**src/rtl/nmr_pkg.sv**
```systemverilog
// rtl/nmr_pkg.sv - shared state encoding and default widths for the NMR scan sequencer
package nmr_pkg;

    localparam int SCAN_WIDTH_DEF  = 16;
    localparam int DELAY_WIDTH_DEF = 32;

    typedef enum logic [2:0] {
        ST_IDLE      = 3'd0,
        ST_ARM       = 3'd1,
        ST_WAIT_BUSY = 3'd2,
        ST_WAIT_DONE = 3'd3,
        ST_REPDLY    = 3'd4,
        ST_FINISH    = 3'd5
    } state_t;

endpackage

```
**src/rtl/nmr_scan_sequencer_if.sv**
```systemverilog
// rtl/nmr_scan_sequencer_if.sv - run-control and pulse-program handshake bundle of the scan sequencer
interface nmr_scan_sequencer_if
    import nmr_pkg::*;
#(
    parameter int SCAN_WIDTH  = SCAN_WIDTH_DEF,
    parameter int DELAY_WIDTH = DELAY_WIDTH_DEF
);
    logic                   START;
    logic                   ABORT;
    logic [SCAN_WIDTH-1:0]  NUM_SCANS;
    logic [DELAY_WIDTH-1:0] REP_DELAY;
    logic                   PHASE_CYC_EN;
    logic [DELAY_WIDTH-1:0] WDT_LIMIT;
    logic                   PP_FSMSTAT;
    logic                   PP_START;
    logic                   PP_PHASE_CYC;
    logic                   BUSY;
    logic [SCAN_WIDTH-1:0]  SCAN_CNT;
    logic                   DONE;
    logic                   ERR;

    modport master (
        output START, ABORT, NUM_SCANS, REP_DELAY, PHASE_CYC_EN, WDT_LIMIT, PP_FSMSTAT,
        input  PP_START, PP_PHASE_CYC, BUSY, SCAN_CNT, DONE, ERR
    );

    modport slave (
        input  START, ABORT, NUM_SCANS, REP_DELAY, PHASE_CYC_EN, WDT_LIMIT, PP_FSMSTAT,
        output PP_START, PP_PHASE_CYC, BUSY, SCAN_CNT, DONE, ERR
    );

endinterface

```
**src/rtl/nmr_down_counter.sv**
```systemverilog
// rtl/nmr_down_counter.sv - loadable down counter that stops at zero and flags it
module nmr_down_counter #(
    parameter int WIDTH = 32
) (
    input  logic             i_clk,
    input  logic             i_rst,
    input  logic             i_load,
    input  logic             i_en,
    input  logic [WIDTH-1:0] i_load_val,
    output logic             o_zero
);
    logic [WIDTH-1:0] r_count;

    always_ff @(posedge i_clk or posedge i_rst) begin
        if (i_rst) begin
            r_count <= '0;
        end else if (i_load) begin
            r_count <= i_load_val;
        end else if (i_en && (r_count != '0)) begin
            r_count <= r_count - 1'b1;
        end
    end

    assign o_zero = (r_count == '0);

endmodule

```
**src/rtl/nmr_scan_sequencer.sv**
```systemverilog
// rtl/nmr_scan_sequencer.sv - multi-scan run sequencer driving a pulse program; NMR_SCAN_WDT_EN adds a per-scan watchdog
module nmr_scan_sequencer
    import nmr_pkg::*;
#(
    parameter int SCAN_WIDTH  = SCAN_WIDTH_DEF,
    parameter int DELAY_WIDTH = DELAY_WIDTH_DEF
) (
    input  logic                 CLK,
    input  logic                 RESET,
    nmr_scan_sequencer_if.slave  bus
);
    state_t                 r_state;
    state_t                 w_next;
    logic                   r_start_pend;
    logic [SCAN_WIDTH-1:0]  r_num_scans;
    logic [SCAN_WIDTH-1:0]  r_scan_cnt;
    logic [DELAY_WIDTH-1:0] r_rep_delay;
    logic                   r_phase_en;
    logic                   r_phase;
    logic                   r_abort_pend;
    logic                   w_accept;
    logic                   w_last;
    logic                   w_inc;
    logic                   w_phase_tgl;
    logic                   w_dly_load;
    logic                   w_dly_zero;
    logic                   w_wdt_hit;
    logic [DELAY_WIDTH-1:0] w_dly_val;

    // START is registered first so the run decision uses the latched parameters
    assign w_accept  = (r_state == ST_IDLE) && !r_start_pend && bus.START;
    assign w_last    = (r_scan_cnt == r_num_scans);
    assign w_dly_val = (r_rep_delay == '0) ? '0 : r_rep_delay - 1'b1;

    nmr_down_counter #(.WIDTH(DELAY_WIDTH)) u_dly_cnt (
        .i_clk      (CLK),
        .i_rst      (RESET),
        .i_load     (w_dly_load),
        .i_en       (r_state == ST_REPDLY),
        .i_load_val (w_dly_val),
        .o_zero     (w_dly_zero)
    );

`ifdef NMR_SCAN_WDT_EN
    logic [DELAY_WIDTH-1:0] r_wdt_limit;
    logic                   r_err;
    logic                   w_wdt_zero;
    logic                   w_err_set;

    nmr_down_counter #(.WIDTH(DELAY_WIDTH)) u_wdt_cnt (
        .i_clk      (CLK),
        .i_rst      (RESET),
        .i_load     (r_state == ST_ARM),
        .i_en       ((r_state == ST_WAIT_BUSY) || (r_state == ST_WAIT_DONE)),
        .i_load_val ((r_wdt_limit == '0) ? '0 : r_wdt_limit - 1'b1),
        .o_zero     (w_wdt_zero)
    );

    assign w_wdt_hit = (r_wdt_limit != '0) && w_wdt_zero;
    assign w_err_set = w_wdt_hit &&
                       (((r_state == ST_WAIT_BUSY) && !bus.ABORT) ||
                        ((r_state == ST_WAIT_DONE) && bus.PP_FSMSTAT));

    always_ff @(posedge CLK or posedge RESET) begin
        if (RESET) begin
            r_wdt_limit <= '0;
            r_err       <= 1'b0;
        end else if (w_accept) begin
            r_wdt_limit <= bus.WDT_LIMIT;
            r_err       <= 1'b0;
        end else if (w_err_set) begin
            r_err <= 1'b1;
        end
    end

    assign bus.ERR = r_err;
`else
    assign w_wdt_hit = 1'b0;
    assign bus.ERR   = 1'b0;
`endif

    always_ff @(posedge CLK or posedge RESET) begin
        if (RESET) begin
            r_state <= ST_IDLE;
        end else begin
            r_state <= w_next;
        end
    end

    always_comb begin
        w_next      = r_state;
        w_inc       = 1'b0;
        w_phase_tgl = 1'b0;
        w_dly_load  = 1'b0;
        case (r_state)
            ST_IDLE: begin
                if (r_start_pend) begin
                    w_next = (r_num_scans == '0) ? ST_FINISH : ST_ARM;
                end
            end
            ST_ARM: begin
                w_next = bus.ABORT ? ST_FINISH : ST_WAIT_BUSY;
            end
            ST_WAIT_BUSY: begin
                if (bus.ABORT || w_wdt_hit) begin
                    w_next = ST_FINISH;
                end else if (bus.PP_FSMSTAT) begin
                    w_next = ST_WAIT_DONE;
                end
            end
            ST_WAIT_DONE: begin
                // an abort here still lets the running pulse program finish its scan
                if (!bus.PP_FSMSTAT) begin
                    if (r_abort_pend || bus.ABORT) begin
                        w_next = ST_FINISH;
                    end else begin
                        w_next     = ST_REPDLY;
                        w_inc      = 1'b1;
                        w_dly_load = 1'b1;
                    end
                end else if (w_wdt_hit) begin
                    w_next = ST_FINISH;
                end
            end
            ST_REPDLY: begin
                if (w_last || bus.ABORT) begin
                    w_next = ST_FINISH;
                end else if (w_dly_zero) begin
                    w_next      = ST_ARM;
                    w_phase_tgl = r_phase_en;
                end
            end
            ST_FINISH: begin
                w_next = ST_IDLE;
            end
            default: begin
                w_next = ST_IDLE;
            end
        endcase
    end

    always_ff @(posedge CLK or posedge RESET) begin
        if (RESET) begin
            r_start_pend <= 1'b0;
            r_num_scans  <= '0;
            r_rep_delay  <= '0;
            r_phase_en   <= 1'b0;
            r_scan_cnt   <= '0;
            r_phase      <= 1'b0;
            r_abort_pend <= 1'b0;
        end else begin
            r_start_pend <= w_accept;
            if (w_accept) begin
                r_num_scans  <= bus.NUM_SCANS;
                r_rep_delay  <= bus.REP_DELAY;
                r_phase_en   <= bus.PHASE_CYC_EN;
                r_scan_cnt   <= '0;
                r_phase      <= 1'b0;
                r_abort_pend <= 1'b0;
            end else begin
                if (w_inc) begin
                    r_scan_cnt <= r_scan_cnt + 1'b1;
                end
                if (w_phase_tgl) begin
                    r_phase <= ~r_phase;
                end
                if ((r_state == ST_WAIT_DONE) && bus.ABORT) begin
                    r_abort_pend <= 1'b1;
                end else if (r_state == ST_FINISH) begin
                    r_abort_pend <= 1'b0;
                end
            end
        end
    end

    assign bus.PP_START     = (r_state == ST_ARM);
    assign bus.PP_PHASE_CYC = r_phase;
    assign bus.BUSY         = (r_state != ST_IDLE);
    assign bus.DONE         = (r_state == ST_FINISH);
    assign bus.SCAN_CNT     = r_scan_cnt;

endmodule
```
**src/flat_wrapper.sv**
```systemverilog
// flat-port wrapper written by rule: the top's interface ports become plain ports
module nmr_scan_sequencer_flat import nmr_pkg::*;
#(
    parameter int SCAN_WIDTH  = SCAN_WIDTH_DEF,
    parameter int DELAY_WIDTH = DELAY_WIDTH_DEF
)
  (CLK, RESET, bus_START, bus_ABORT, bus_NUM_SCANS, bus_REP_DELAY, bus_PHASE_CYC_EN, bus_WDT_LIMIT, bus_PP_FSMSTAT, bus_PP_START, bus_PP_PHASE_CYC, bus_BUSY, bus_SCAN_CNT, bus_DONE, bus_ERR);
  nmr_scan_sequencer_if #(.SCAN_WIDTH(SCAN_WIDTH), .DELAY_WIDTH(DELAY_WIDTH)) bus_i ();
  input  logic CLK;
  input  logic RESET;
  input wire logic [$bits(bus_i.START)-1:0] bus_START;
  input wire logic [$bits(bus_i.ABORT)-1:0] bus_ABORT;
  input wire logic [$bits(bus_i.NUM_SCANS)-1:0] bus_NUM_SCANS;
  input wire logic [$bits(bus_i.REP_DELAY)-1:0] bus_REP_DELAY;
  input wire logic [$bits(bus_i.PHASE_CYC_EN)-1:0] bus_PHASE_CYC_EN;
  input wire logic [$bits(bus_i.WDT_LIMIT)-1:0] bus_WDT_LIMIT;
  input wire logic [$bits(bus_i.PP_FSMSTAT)-1:0] bus_PP_FSMSTAT;
  output wire logic [$bits(bus_i.PP_START)-1:0] bus_PP_START;
  output wire logic [$bits(bus_i.PP_PHASE_CYC)-1:0] bus_PP_PHASE_CYC;
  output wire logic [$bits(bus_i.BUSY)-1:0] bus_BUSY;
  output wire logic [$bits(bus_i.SCAN_CNT)-1:0] bus_SCAN_CNT;
  output wire logic [$bits(bus_i.DONE)-1:0] bus_DONE;
  output wire logic [$bits(bus_i.ERR)-1:0] bus_ERR;
  assign bus_i.START = bus_START;
  assign bus_i.ABORT = bus_ABORT;
  assign bus_i.NUM_SCANS = bus_NUM_SCANS;
  assign bus_i.REP_DELAY = bus_REP_DELAY;
  assign bus_i.PHASE_CYC_EN = bus_PHASE_CYC_EN;
  assign bus_i.WDT_LIMIT = bus_WDT_LIMIT;
  assign bus_i.PP_FSMSTAT = bus_PP_FSMSTAT;
  assign bus_PP_START = bus_i.PP_START;
  assign bus_PP_PHASE_CYC = bus_i.PP_PHASE_CYC;
  assign bus_BUSY = bus_i.BUSY;
  assign bus_SCAN_CNT = bus_i.SCAN_CNT;
  assign bus_DONE = bus_i.DONE;
  assign bus_ERR = bus_i.ERR;
  nmr_scan_sequencer #(.SCAN_WIDTH(SCAN_WIDTH), .DELAY_WIDTH(DELAY_WIDTH)) u_core (.CLK(CLK), .RESET(RESET), .bus(bus_i));
endmodule
```
**config.mk**
```make
export PLATFORM = sky130hd
export DESIGN_NAME = nmr_scan_sequencer_flat
export DESIGN_NICKNAME = d
export VERILOG_FILES = /design/src/rtl/nmr_pkg.sv /design/src/rtl/nmr_scan_sequencer_if.sv /design/src/rtl/nmr_down_counter.sv /design/src/rtl/nmr_scan_sequencer.sv /design/src/flat_wrapper.sv
export SDC_FILE = /design/constraint.sdc
export NUM_CORES = 1
export LEC_CHECK = 0
export BUFFER_PORTS_ARGS = -buffer_cell sky130_fd_sc_hd__buf_4
export CORE_MARGIN = 2
export CORE_UTILIZATION = 25
export DETAILED_ROUTE_END_ITERATION = 8
export PLACE_DENSITY_LB_ADDON = 0.2
export SLEW_MARGIN = 10
export SYNTH_ARGS = -nofsm -noshare
export SYNTH_HDL_FRONTEND = slang
export SYNTH_SLANG_ARGS = --single-unit
```
**constraint.sdc**
```tcl
create_clock -name CLK -period 3.7 [get_ports CLK]
set_input_delay 0.37 -clock CLK [delete_from_list [all_inputs] [get_ports CLK]]
set_output_delay 0.37 -clock CLK [all_outputs]
set_load 0.02 [all_outputs]
```
==> results.yml <==
status:
  status: "finished, final reports clean"
synth:
  ys_seq_elements: 103
  synth_edf_count: 0
  syn_nets: 670
  yosysSeqAreaShare_pct: 43.9
  synth_cell_types: 59
  synth.most_common_cell: "dfrtp_1"
  synthFlopType: "dfrtp_1"
  synthesis.area_um2: 5870
  postSynth.asyncResetShare_pct: 100
  avgSynthCellArea_um2: 10.1
  yosys-top-cells-area: "dfrtp_1 (44%), mux2_2 (9.0%), xor2_1 (5.2%)"
  syn_inst: 580
  yosysTopAreaCell: "dfrtp_1"
  synth_top_cell_area_share_pct: 43.9
  yosys_warnings: 0
  synth_commonest_cells: "dfrtp_1 (103), nor2_1 (51), mux2_2 (47), xor2_1 (35), xnor2_1 (29)"
job:
  drv_cap: 0
cells_and_area:
  drive_above_1_share_pct: 26.4
  fin_nets: 733
  num_antenna_cells: 0
  area_growth_pct: 20.0
  instances_no_fill: 967
clock_network:
  cts_hold_buf: 0
  clkSlewWorstSetupHoldPaths_ns: 0.07
  clockBufferDepth: 2
  tritoncts: "yes"
  postCtsSetupRepairBufs: 0
  htree_levels: 3
  clock-sinks: 103
  root_buffer: "clkbuf_16"
  ctsResizeCount: 0
  numCtsBuffers: 9
  clock_latency_ns: 0.36
grt:
  grt_first_pass_wirelength_um: 26000
  grt_pass1_vias: 4844
  antenna_found_initial: 0
  grt_usage_pct: 13.4
  grt_max_degree: 80
  overflow: 0
place:
  dp_hpwl_um: 11600
  gp_congestion: 0.839
  dp_slack_ns: 0.727
  dp_cells: 951
  numPortBuffers: 73
floorplan:
  core.rowCount: 56
  io_pins: 107
  fp.dieArea_um2: 24700
  core_area_um2: 23300
  initial_utilization_pct: 25.2
  die_w_um: 157
  die_y_um: 157
routing:
  dr.first_iter.drc_count: 202
  route.vias.total: 4731
  met1_length_um: 7190
  drc_errors: 0
  dr_wl_met2_um: 7700
  drt-total-wl_um: 15800
  detail_route.vias_per_cell: 4.89
  topRoutingLayerUsed: "met4"
  wl_per_cell_um: 16.4
  drt_pass1_iterations: 5
  met3WireLength_um: 752
  ant_nets: 0
critical_path:
  worstPathArrival_ns: 3.24
  critPathMaxFanout: 15
  path_class: "flip-flop to flip-flop"
  crit_path_start_kind: "flip-flop"
  slowest_delay_ns: 0.62
  critical_path.cell_chain: "inv_1 > ha_1 > or4b_1 > nor3_2 > a31o_2 > nor2_1 > o21a_1 > o22a_1"
  r2r_cells: 8
  cp-end-kind: "flip-flop"
  endpoint: "u_core.u_dly_cnt.r_count[14]$_DFFE_PP0P_"
  r2r_start: "u_core.r_rep_delay[0]$_DFFE_PP0P_"
  setup.worst_path.start: "u_core.r_rep_delay[0]$_DFFE_PP0P_"
  crit_path_top_delay_cell: "or4b_1"
  critical_path_required_ns: 3.95
  r2r_slack_ns: 0.71
  r2r-end: "u_core.u_dly_cnt.r_count[14]$_DFFE_PP0P_"
sta:
  finalSetupViolCount: 0
  fin_hold_ws_ns: 0.226
  skew_ns: 0.00807
  rsz0062_at_grt: "no"
  slew_headroom_pct: 15.4
  period_minus_slack_ns: 2.99
  worst_pin_slew_ns: 1.26
  fin_ws_ns: 0.708
  drv_slew: 0
  hold_viol_final: 0
  fin_tns_setup_ns: 0
  fmax_mhz: 334
  period_share_pct: 80.9
power_and_ir_drop:
  p_switching_mw: 1.77
  p_per_area_nw_per_um2: 659
  power_mw: 4.64
  p_int_mw: 2.87
  vdd_drop_max_mv: 0.203
  comb_power_share_pct: 34.4
  p_sw_share_pct: 38.2
  p_seq_share_pct: 45.5
  clkPwrFrac_pct: 20.1
  p_leak_nw: 2.84
hold_path:
  hp-class: "input port to flip-flop"
==> layout by cell type, fill, tap and decap left out, drive strengths merged, types with 4 or more instances in the layout <==
| cell type | instances |
|---|---|
| dfrtp | 103 |
| buf | 82 |
| nor2 | 51 |
| mux2 | 47 |
| xor2 | 35 |
| nor4 | 31 |
| xnor2 | 29 |
| nand2 | 29 |
| a21oi | 24 |
| nor3 | 21 |
| o21ai | 17 |
| or3 | 15 |
| or4 | 15 |
| nand4 | 13 |
| mux2i | 12 |
| o22ai | 12 |
| clkbuf | 12 |
| inv | 9 |
| and3 | 7 |
| or2 | 7 |
| a31o | 6 |
| a2bb2oi | 5 |
| a31oi | 5 |
| o21a | 5 |
| and2 | 5 |
| nor2b | 4 |
| nand3 | 4 |
| ha | 4 |
| nor4b | 4 |
==> state kept, by name (all words and copies together), names as in the netlist <==
register and cells:
u_core.bus.PP_PHASE_CYC 1, u_core.r_rep_delay 32, u_core.r_num_scans 16, u_core.bus.SCAN_CNT 16
u_core.u_dly_cnt.r_count 32, u_core.r_state 3, u_core.r_abort_pend 1, u_core.r_start_pend 1
u_core.r_phase_en 1
==> stage by stage <==
step                instance area, µm²  util [%]
global route                      7040      30.3
floorplan                         5870         -
CTS                               7040      30.3
finish                            7040      30.3
detailed placement                6770      29.1
global placement                  6770      29.1
==> logic make-up (layout without fill, tap and decap cells) <==
| group | Yosys count | in the layout | share of synthesized area [%] |
|---|---|---|---|
| AOI/OAI and AO/OA | 94 | 94 | 10.7 |
| xor gates and xnor gates | 64 | 64 | 9.55 |
| adders and majority gates | 4 | 4 | 0.852 |
| buffers and inverters | 38 | 106 | 2.60 |
| DFF | 103 | 103 | 43.9 |
| muxes | 59 | 59 | 11.1 |
| other | 1 | 1 | 0.0639 |
| and+or+nand+nor | 217 | 217 | 21.3 |
==> cell type report <==
cell class / instances / area [µm²]
multi-input combinational: 439 / 3140
fill: 2475 / 16200
inverter: 8 / 32.5
tap: 319 / 399
timing repair buffer: 82 / 616
sequential: 103 / 2580
clock buffer: 12 / 246
clock inverter: 4 / 30.0
==> worst max-delay path: cells and delay by family, from the launching register on <==
family | cells | cell delay, ns
simple gates | 3 | 1.24
buf+inv | 1 | 0.11
flops | 1 | 0.45
compound gates | 3 | 0.89
fa+ha+maj | 1 | 0.21
==> metal layers <==
layer	vias to the layer above	global-route usage, %
li1	2264	-
met1	2346	17.6
met2	105	22.5
met3	16	2.75
met4	0	3.42
met5	-	0
==> worst min-delay path by stage <==
stage | from | end | slack, ns | cells after the start
2_1_floorplan | u_core.r_phase_en$_DFFE_PP0P_ | u_core.r_phase_en$_DFFE_PP0P_ | 0.48 | 1
3_3_place_gp | u_core.r_phase_en$_DFFE_PP0P_ | u_core.r_phase_en$_DFFE_PP0P_ | 0.50 | 1
3_5_place_dp | u_core.r_phase_en$_DFFE_PP0P_ | u_core.r_phase_en$_DFFE_PP0P_ | 0.51 | 1
4_1_cts | bus_REP_DELAY[8] | u_core.r_rep_delay[8]$_DFFE_PP0P_ | 0.23 | 2
5_1_grt | bus_REP_DELAY[19] | u_core.r_rep_delay[19]$_DFFE_PP0P_ | 0.23 | 2
6_report | bus_REP_DELAY[1] | u_core.r_rep_delay[1]$_DFFE_PP0P_ | 0.23 | 3
==> power groups by stage <==
stage / registers, mW / clock network [mW] / logic, mW
detailed placement: 2.14 / 0 / 1.61
finish: 2.11 / 0.931 / 1.60
global placement: 2.11 / 0 / 1.59
CTS: 2.12 / 0.962 / 1.62
global route: 2.20 / 1.01 / 1.78
floorplan: 1.94 / 0 / 1.31
Note: power is estimated with default switching activity, not from simulation.
